--- src/rtl/mem_pkg.sv ---
// Shared encodings and widths for the MEM-stage load/store path.
package mem_pkg;

    localparam int ADDR_W    = 16;
    localparam int DATA_W    = 16;
    localparam int REG_IDX_W = 3;

    localparam logic [1:0] MEM_WORD   = 2'b00;
    localparam logic [1:0] MEM_BYTE_U = 2'b01;
    localparam logic [1:0] MEM_BYTE_S = 2'b10;

    typedef enum logic {
        LSU_IDLE,
        LSU_RMW_WRITE
    } lsu_state_t;

    function automatic logic is_byte(input logic [1:0] size);
        return (size == MEM_BYTE_U) || (size == MEM_BYTE_S);
    endfunction

endpackage

--- src/rtl/mem_wb_reg.sv ---
// MEM/WB pipeline register: valid pulses per request, payload holds otherwise.
module mem_wb_reg #(
    parameter int DATA_W    = 16,
    parameter int REG_IDX_W = 3
) (
    input  logic                 clk,
    input  logic                 reset,
    input  logic                 in_valid,
    input  logic                 in_reg_write,
    input  logic [REG_IDX_W-1:0] in_rd,
    input  logic [DATA_W-1:0]    in_data,
    output logic                 wb_valid,
    output logic                 wb_reg_write,
    output logic [REG_IDX_W-1:0] wb_rd,
    output logic [DATA_W-1:0]    wb_data
);

    always_ff @(posedge clk) begin
        if (reset) begin
            wb_valid     <= 1'b0;
            wb_reg_write <= 1'b0;
            wb_rd        <= '0;
            wb_data      <= '0;
        end else begin
            wb_valid <= in_valid;
            if (in_valid) begin
                wb_reg_write <= in_reg_write;
            end
            // rd and data only move on loads
            if (in_valid && in_reg_write) begin
                wb_rd   <= in_rd;
                wb_data <= in_data;
            end
        end
    end

endmodule

--- src/rtl/load_store_unit.sv ---
// MEM-stage load/store controller; byte stores use a read-modify-write
// because the memory write port always writes a full 16-bit word.
import mem_pkg::*;

module load_store_unit #(
    parameter int ADDR_W    = 16,
    parameter int DATA_W    = 16,
    parameter int REG_IDX_W = 3
) (
    input  logic                 clk,
    input  logic                 reset,
    input  logic                 req_valid,
    output logic                 req_ready,
    input  logic                 req_write,
    input  logic [1:0]           req_size,
    input  logic [ADDR_W-1:0]    req_addr,
    input  logic [DATA_W-1:0]    req_wdata,
    input  logic [REG_IDX_W-1:0] req_rd,
    output logic                 mem_wr_en,
    output logic                 mem_rd_en,
    output logic [1:0]           mem_num_bytes,
    output logic [ADDR_W-1:0]    mem_addr,
    output logic [DATA_W-1:0]    mem_wdata,
    input  logic [DATA_W-1:0]    mem_rdata,
    output logic                 wb_valid,
    output logic                 wb_reg_write,
    output logic [REG_IDX_W-1:0] wb_rd,
    output logic [DATA_W-1:0]    wb_data
);

    lsu_state_t        state, state_nx;
    logic [7:0]        hi_byte, byte_lat;
    logic [ADDR_W-1:0] addr_lat;
    logic              latch_en;
    logic              wb_in_valid, wb_in_reg_write;

    always_ff @(posedge clk) begin
        if (reset) begin
            state    <= LSU_IDLE;
            hi_byte  <= '0;
            byte_lat <= '0;
            addr_lat <= '0;
        end else begin
            state <= state_nx;
            if (latch_en) begin
                hi_byte  <= mem_rdata[15:8];
                byte_lat <= req_wdata[7:0];
                addr_lat <= req_addr;
            end
        end
    end

    always_comb begin
        state_nx        = state;
        req_ready       = (state == LSU_IDLE);
        mem_wr_en       = 1'b0;
        mem_rd_en       = 1'b0;
        mem_num_bytes   = (req_size == 2'b11) ? MEM_WORD : req_size;
        mem_addr        = req_addr;
        mem_wdata       = req_wdata;
        latch_en        = 1'b0;
        wb_in_valid     = 1'b0;
        wb_in_reg_write = 1'b0;
        if (reset) begin
            state_nx = LSU_IDLE;
        end else begin
            case (state)
                LSU_IDLE: begin
                    if (req_valid && !req_write) begin
                        mem_rd_en       = 1'b1;
                        wb_in_valid     = 1'b1;
                        wb_in_reg_write = 1'b1;
                    end else if (req_valid && is_byte(req_size)) begin
                        // fetch the neighbour byte so it can be written back
                        mem_rd_en     = 1'b1;
                        mem_num_bytes = MEM_WORD;
                        latch_en      = 1'b1;
                        state_nx      = LSU_RMW_WRITE;
                    end else if (req_valid) begin
                        mem_wr_en   = 1'b1;
                        wb_in_valid = 1'b1;
                    end
                end
                LSU_RMW_WRITE: begin
                    mem_wr_en     = 1'b1;
                    mem_num_bytes = MEM_WORD;
                    mem_addr      = addr_lat;
                    mem_wdata     = {hi_byte, byte_lat};
                    wb_in_valid   = 1'b1;
                    state_nx      = LSU_IDLE;
                end
                default: state_nx = LSU_IDLE;
            endcase
        end
    end

    mem_wb_reg #(
        .DATA_W    (DATA_W),
        .REG_IDX_W (REG_IDX_W)
    ) u_mem_wb_reg (
        .clk          (clk),
        .reset        (reset),
        .in_valid     (wb_in_valid),
        .in_reg_write (wb_in_reg_write),
        .in_rd        (req_rd),
        .in_data      (mem_rdata),
        .wb_valid     (wb_valid),
        .wb_reg_write (wb_reg_write),
        .wb_rd        (wb_rd),
        .wb_data      (wb_data)
    );

endmodule
--- config.mk ---
export PLATFORM = sky130hd
export DESIGN_NAME = load_store_unit
export DESIGN_NICKNAME = d
export VERILOG_FILES = /design/src/rtl/mem_pkg.sv /design/src/rtl/mem_wb_reg.sv /design/src/rtl/load_store_unit.sv
export SDC_FILE = /design/constraint.sdc
export NUM_CORES = 1
export LEC_CHECK = 0
export CELL_PAD_IN_SITES_DETAIL_PLACEMENT = 0
export CELL_PAD_IN_SITES_GLOBAL_PLACEMENT = 1
export CORE_MARGIN = 2
export CORE_UTILIZATION = 25
export CTS_BUF_LIST = sky130_fd_sc_hd__clkbuf_4 sky130_fd_sc_hd__clkbuf_8
export DETAILED_ROUTE_END_ITERATION = 10
export PLACE_DENSITY_LB_ADDON = 0.25
export SETUP_SLACK_MARGIN = 0.05
export SLEW_MARGIN = 30
export SYNTH_ARGS = -nofsm -noshare
export SYNTH_HDL_FRONTEND = slang
export SYNTH_SLANG_ARGS = --single-unit
export TNS_END_PERCENT = 1
--- constraint.sdc ---
create_clock -name clk -period 1.6 [get_ports clk]
set_input_delay 0.32 -clock clk [delete_from_list [all_inputs] [get_ports clk]]
set_output_delay 0.32 -clock clk [all_outputs]
set_load 0.02 [all_outputs]
### Word level (Yosys, flattened, before mapping)

Cells that the tools add are included.

| cells by class | value |
|---|---|
| eq/ne operators | 3 |
| multiplexer cells | 28 |
| bitwise logic cells | 1 |
| reductions and logical operators | 5 |

Operators by type and width:

| kind | number |
|---|---|
| 16-bit two-way mux | 4 |
| 1-bit two-way mux | 16 |
| 2-bit two-way mux | 4 |
| 1-bit one-hot mux with 2 select lines | 3 |
| 2-bit == test (second input constant) | 2 |
| 2-bit one-hot mux with 2 select lines | 1 |
| 1-bit logical AND | 3 |
| 2-bit by 1-bit == test with 1-bit output (second input constant) | 1 |
| 1-bit zero test | 1 |
| 1-bit logical OR | 1 |
| 1-bit NOT | 1 |

| storage, ports and cells | value |
|---|---|
| flip-flop bits (word level) | 54 |
| input port bits | 57 |
| output and inout bits | 58 |
| logic and storage cells | 45 |

### Longest topological paths before layout

Gate-level depths: netlist (run 1).

| depth | value |
|---|---|
| word-level depth | 8 |
| mapped depth | 7 |
| mapped depth without buffers | 5 |

### Cells and area by module

A second synthesis (run 1) with hierarchy kept.

| unflattened totals | value |
|---|---|
| cells, all modules | 294 |
| area, all modules | 2860.2 um^2 |

Modules (own cells, without submodules):

| module | instances | cells an instance | area each (um^2) | sequential area each (um^2) |
|---|---|---|---|---|
| load_store_unit | 1 | 203 | 1950.6 | 660.6 |
| mem_wb_reg | 1 | 91 | 909.6 | 420.4 |

### Worst setup path after synthesis (run 1)

Ideal clock, no wire load.

| path | value |
|---|---|
| kind | input to output |
| start point | input port req_size[0] |
| end point | output port mem_num_bytes[0] |
| arrival | 1.266 ns |
| data required time | 1.280 ns |
| setup slack | 0.014 ns |
| stages | 5 |
| path buffers | 0 |
| path through | inv_1 ha_1 nand3b_2 a21oi_1 nor2b_1 |

| on the way | value |
|---|---|
| word-level cells in the longest chain between the ends | 7 |
| elaborated cells on any way between the ends | 10 |
| classes of those cells | eq/ne (3); mux (5); reduce/logical (2) |

Ends and longest elaborated chain:

| element | RTL line | source |
|---|---|---|
| start: declaration | load_store_unit.sv:15 | `input logic [1:0] req_size,` |
| 2-bit by 1-bit == test with 1-bit output or 2-bit == test (tied branches) | mem_pkg.sv:18 | `return (size == MEM_BYTE_U) \|\| (size == MEM_BYTE_S);` |
| 1-bit logical OR | mem_pkg.sv:18 |  |
| 1-bit logical AND | load_store_unit.sv:73 | `end else if (req_valid && is_byte(req_size)) begin` |
| 2-bit two-way mux | load_store_unit.sv:73 |  |
| 2-bit two-way mux | load_store_unit.sv:69 | `if (req_valid && !req_write) begin` |
| 2-bit one-hot mux with 2 select lines | load_store_unit.sv:67 | `case (state)` |
| 2-bit two-way mux * | load_store_unit.sv:64 | `if (reset) begin` |
| end: declaration | load_store_unit.sv:21 | `output logic [1:0] mem_num_bytes,` |

Mark *: on every way between the ends. The rest lies on a longest branch, timed or not.

### Worst setup path after layout (run 1)

| path | value |
|---|---|
| start point | register state |
| end point | output port mem_wdata[11] |

| on the way | value |
|---|---|
| word-level cells in the longest chain between the ends | 2 |

Ends and longest elaborated chain:

| element | RTL line | source |
|---|---|---|
| start: declaration | load_store_unit.sv:31 | `lsu_state_t state, state_nx;` |
| start signal: assignment | load_store_unit.sv:44 | `state <= state_nx;` |
| 16-bit two-way mux | load_store_unit.sv:67 |  |
| 16-bit two-way mux | load_store_unit.sv:64 |  |
| end: declaration | load_store_unit.sv:23 | `output logic [DATA_W-1:0] mem_wdata,` |

No other way between the ends.

==> impl_metrics.ini, run 1 <==
[sta]
drv_slew = 0
finalSetupViolCount = 34
worst_slack_ns = -0.147
rsz0062_at_grt = true
max-slew-margin-rel_pct = 61.8
finalClockSkew_ns = 0.00371
fmax_mhz = 572
period_share_pct = 109
worstMarginPinSlew_ns = 0.573
min_period_ns = 1.75
hold_viol = 0
worst_hold_slack_ns = 0.454

[logic_synthesis]
muxShareOfSynthArea_pct = 14.1
yosys_warnings = 0
synth-seq-cells = 54
yosysMostFrequentCell = nand2_1
synth_area_sq_um = 2550
synth.largest_area_cell = dfxtp_1
synth.area.top_cells = dfxtp_1 (42%), mux2_2 (14%), nand2_1 (11%), o211ai_1 (9.4%), nand3_1 (6.3%)
syn_avg_cell_area_sq_um = 8.74
synth_edf_count = 0
async_flop_share_pct = 0
synth_top_area_share_pct = 42.4
syn_nets = 351
synth_fa_ha_area_share_pct = 0.980
synth-xor-area-share_pct = 0
synth-simple-area-share_pct = 20.3
synth_common_cells = nand2_1 (72), dfxtp_1 (54), nand3_1 (32), o211ai_1 (32), mux2_2 (31)
synth.distinct_cells = 27
seq_area_frac_synth_pct = 42.4
synth_compound_area_share_pct = 14.4
synth_top_family_by_area = simple AND/OR/NAND/NOR gates
synth_flop_cell = dfxtp_1
synth_cells = 292

[floorplanning]
dieArea_sq_um = 11000
core.rowCount = 36
start_util_pct = 25.9
ioPinCount = 115
die_h_um = 105
core_sq_um = 9860
die_w_um = 105

[cells_and_area]
area_growth_pct = 66.8
finish.utilization_pct = 43.2
seq_area_sq_um = 1080
fill_cells = 999
antenna_cells = 0
nets = 479
drive_gt1_share_pct = 30.4
fin_area_sq_um = 4260
multi_input_area_sq_um = 1420

[outcome]
violations = setup timing
status = finished with violations

[route]
drt_wl_total_mm = 7.96
avgRoutedWirePerCell_um = 14.4
drtIter0Drc = 93
dr.pass1.iters = 4
vias = 2514
remaining_drc_errors = 0
vias_per_cell = 4.54
antenna_left = 0

[clock_network]
h-tree-depth = 2
cts_tree = built
cts_root_buf = clkbuf_8
cts.sinks = 54
hold_buffers = 0
clk_latency_ns = 0.31
clock_path_buffers = 2
cts.clk_slew.worst_paths_ns = 0.11
cts_buffers = 5

[global_route]
grt-ovfl-total = 0
grt_usage_pct = 14.3
grt_max_degree = 53
antenna_found_initial = 0
grt_pass1_wl_mm = 12.9
first_global_vias = 2551

[min_path]
min_path_type = register to register
hold_depth = 2

[placed_design]
hpwl_mm = 4.99
placed_cell_area_sq_um = 3970
place.gp.congestion = 0.694
pre_cts_ws_ns = -0.878
io_buffers = 114

[worst_setup_path]
critPathKind = register to output pin
endpoint_kind = output pin
worst_setup_path_start_kind = register
critPathArrivalTime_ns = 1.43
path_max_fanout = 6
reg2reg_depth = 4
cp_data_required_time_ns = 1.28

[job]
cap_viol_max_count = 0

[pwr]
leakage_uw = 0.00198
p_total_uw = 2990
ir_drop_uv = 332
powerDensity_nw_per_um2 = 703
stage by stage:
step,cells,setup TNS [ns]
6_report,554,-4.27
5_1_grt,554,-6.24
4_1_cts,551,-5.20
3_5_place_dp,541,-45.65
3_3_place_gp,541,-44.59
2_1_floorplan,292,0
worst max-delay path, cell delays in order, from the launching register on:
cell and delay [ns]:
dfxtp_4 0.38, nand2_8 0.12, clkbuf_16 0.18, mux2_4 0.30
buf_6 0.13
cell families (layout without fill, tap and decap cells):
kind of cell,count (synthesis),after routing
buffers and inverters,33,162
and+or+nand+nor,114,114
adders and majority gates,2,2
muxes,32,32
AOI/OAI and AO/OA,57,57
DFF,54,54
final cells by class:
type | count | share of cell area (%)
clock inverters | 3 | 0.588
repair buffers | 149 | 34.7
inverters | 5 | 0.441
flip-flops and latches | 54 | 25.5
well taps | 133 | 3.91
clock buffers | 5 | 1.62
multi-input cells | 205 | 33.2
state kept, by name, indices dropped and copies added, names as in the netlist:
name,flops
hi_byte,8
u_mem_wb_reg.wb_reg_write,1
u_mem_wb_reg.wb_data,16
u_mem_wb_reg.wb_rd,3
u_mem_wb_reg.wb_valid,1
byte_lat,8
state,1
addr_lat,16
final timing paths:
kind,startpoint,endpoint,slack [ns]
worst max-delay path,state$_SDFF_PP0_,mem_wdata[11],-0.15
worst min-delay path,u_mem_wb_reg.wb_data[10]$_SDFFE_PP0P_,u_mem_wb_reg.wb_data[10]$_SDFFE_PP0P_,0.45
worst max register to register,state$_SDFF_PP0_,u_mem_wb_reg.wb_data[6]$_SDFFE_PP0P_,0.28
worst min register to register,u_mem_wb_reg.wb_data[10]$_SDFFE_PP0P_,u_mem_wb_reg.wb_data[10]$_SDFFE_PP0P_,0.45
metal layers:
metal	GRT usage [%]	routed length, um	share of wire [%]	vias to the layer above
met3	5.18	595	7.5	5
li1	-	-	-	1268
met4	3.05	46	0.58	0
met5	0	0	0	-
met1	18.6	3700	46	1156
met2	22.5	3630	46	85
power breakdown:
part	total, uW	switching, uW	leakage [uW]	internal [uW]
clock	799	482	0.0000447	317
sequential	1440	31.6	0.000441	1410
combinational	759	358	0.00149	401
total	2990	871	0.00198	2120
repair_timing:
item,CTS,global route
endpoints found under the setup margin,91,37
cloned,1,3
pin swaps,4,1
buffers inserted,1,0
resized for setup,195,75
cells in the final DEF, fill, tap and decap left out, types with 6 or more instances in the layout:
cell type,Yosys,layout
nand2_1,72,72
buf_2,9,10
dlygate4sd2_1,0,24
buf_6,6,28
clkdlybuf4s50_1,0,51
o21ai_0,14,14
buf_4,5,28
mux2_2,31,10
o211ai_1,32,32
nand3_1,32,32
o21ai_1,6,6
dfxtp_1,54,53
mux2_4,0,22
No activity file was read; power rests on OpenSTA's default activity.
==> run 2, diff against run 1 <==
- ABC_AREA: default -> 0
==> results of run 2 <==
Same layout as run 1: the final DEF is identical, and so are final timing and power.
==> run 3, diff against run 2 <==
--- a/constraint.sdc
+++ b/constraint.sdc
@@ -3,2 +3,2 @@
 set_output_delay 0.32 -clock clk [all_outputs]
-set_load 0.02 [all_outputs]
+set_load 0.05 [all_outputs]
==> impl_metrics.ini, run 3 (same netlist as run 1, synthesis figures left out) <==
[outcome]
status = finished with violations
violations = setup timing

[placed_design]
pre_cts_ws_ns = -0.615
placed_cell_area_sq_um = 4150
place.gp.congestion = 0.728
io_buffers = 114
hpwl_mm = 5.15

[floorplanning]
dieArea_sq_um = 11000
core.rowCount = 36
die_h_um = 105
die_w_um = 105
core_sq_um = 9860
start_util_pct = 25.9
ioPinCount = 115

[clock_network]
cts_root_buf = clkbuf_8
cts_tree = built
cts.clk_slew.worst_paths_ns = 0.11
hold_buffers = 0
clock_path_buffers = 2
clk_latency_ns = 0.31
cts.sinks = 54
cts_buffers = 5
h-tree-depth = 2

[route]
drt_wl_total_mm = 7.61
vias = 2442
dr.pass1.iters = 3
drtIter0Drc = 50
vias_per_cell = 4.50
avgRoutedWirePerCell_um = 14.0
remaining_drc_errors = 0
antenna_left = 0

[sta]
period_share_pct = 114
finalSetupViolCount = 37
fmax_mhz = 548
drv_slew = 0
worst_slack_ns = -0.224
max-slew-margin-rel_pct = 62.3
finalClockSkew_ns = 0.0102
min_period_ns = 1.82
hold_viol = 0
worstMarginPinSlew_ns = 0.565
rsz0062_at_grt = true

[worst_setup_path]
worst_setup_path_start_kind = register
timing.rr.start = state$_SDFF_PP0_
critPathKind = register to output pin
worst_path_dominant_cell_family = buffers and inverters
endpoint_kind = output pin
critPathArrivalTime_ns = 1.50
crit_start = state$_SDFF_PP0_
critical-path-slowest-cell = dfxtp_4
cp_slowest_stage_delay_ns = 0.40
worstPathBufferInverterCount = 2
path_max_fanout = 6
crit_path_cell_trace = nand2_8 > bufbuf_16 > mux2_4 > buf_12
cp_data_required_time_ns = 1.28

[job]
cap_viol_max_count = 0

[global_route]
antenna_found_initial = 0
grt-ovfl-total = 0
grt_usage_pct = 14.0
grt_pass1_wl_mm = 12.8
grt_max_degree = 53
first_global_vias = 2475

[cells_and_area]
fin_area_sq_um = 4500
layout_commonest_cell = nand2_1
antenna_cells = 0
largestRegisters = addr_lat (16), u_mem_wb_reg.wb_data (16)
area_growth_pct = 76.2
drive_gt1_share_pct = 32.9
final_cell_mix = nand2_1 (72), dfxtp_1 (53), clkdlybuf4s50_1 (51), buf_12 (36), buf_4 (36)
nets = 468
fill_cells = 961

[min_path]
min_from = u_mem_wb_reg.wb_data[13]$_SDFFE_PP0P_
min_path_type = register to register

[pwr]
ir_drop_uv = 392
leakage_uw = 0.00204
powerDensity_nw_per_um2 = 742
-- run 3: changes by cell type in the layout (fill, tap and decap cells not counted), moves of 3 or more --
cell / previous run / this run
buf_2: 10 / 0
buf_4: 28 / 36
clkbuf_16: 3 / 0
mux2_2: 10 / 1
buf_6: 28 / 9
mux2_4: 22 / 31
dlygate4sd2_1: 24 / 3
buf_12: 4 / 36
-- run 3: cell type report --
type	count	area (sq um)	share of cell area, %
clock buffer	6	82.6	1.84
timing repair buffer	138	1680	37.4
multi-input combinational	205	1450	32.2
clock inverter	2	16.3	0.362
tap	133	166	3.70
sequential	54	1080	24.1
inverter	5	18.8	0.417
-- run 3: path summary, 6_finish.rpt --
check                                                        endpoint  slack [ns]  cells after the start
worst max-delay path                                     mem_addr[15]       -0.22                      4
worst min-delay path            u_mem_wb_reg.wb_data[13]$_SDFFE_PP0P_        0.46                      2
worst max register to register   u_mem_wb_reg.wb_data[5]$_SDFFE_PP0P_        0.28                      4
worst min register to register  u_mem_wb_reg.wb_data[13]$_SDFFE_PP0P_        0.46                      2
-- run 3: metal layers --
layer | GRT usage, % | vias up | share of wire (%)
met5 | 0 | - | 0
met1 | 19.1 | 1115 | 48
li1 | - | 1249 | -
met2 | 22.3 | 76 | 46
met3 | 3.12 | 2 | 5.4
met4 | 3.71 | 0 | 0.41
-- run 3: worst register-to-register path, stage by stage, from the launching register on --
cell and delay (ns):
dfxtp_4 0.38, buf_6 0.17, nor4b_4 0.33, buf_12 0.22
o21ai_0 0.11
-- run 3: metrics by stage --
| step | hold slack (ns) | utilization [%] | setup TNS, ns | power (uW) | std cells |
|---|---|---|---|---|---|
| finish | 0.458 | 45.6 | -7.26 | 3340 | 543 |
| global route | 0.493 | 45.6 | -9.22 | 3500 | 543 |
| CTS | 0.466 | 45.4 | -8.30 | 3390 | 543 |
| detailed placement | 0.450 | 42.0 | -32.44 | 2500 | 531 |
| global placement | 0.438 | 42.0 | -30.80 | 2490 | 531 |
| floorplan | 0.429 | - | -0.472 | 2000 | 292 |
-- run 3: what timing repair did --
| item | in CTS | in global routing |
|---|---|---|
| pin swaps | 2 | 0 |
| gates resized for setup | 49 | 4 |
| endpoints found under the setup margin | 70 | 37 |
| cloned | 1 | 0 |
| setup buffers | 3 | 0 |
-- run 3: where the power goes --
group	internal (uW)	total, uW	switching [uW]	leakage [uW]
combinational	509	1070	565	0.00155
sequential	1410	1440	34.3	0.000441
clock	358	821	463	0.0000478
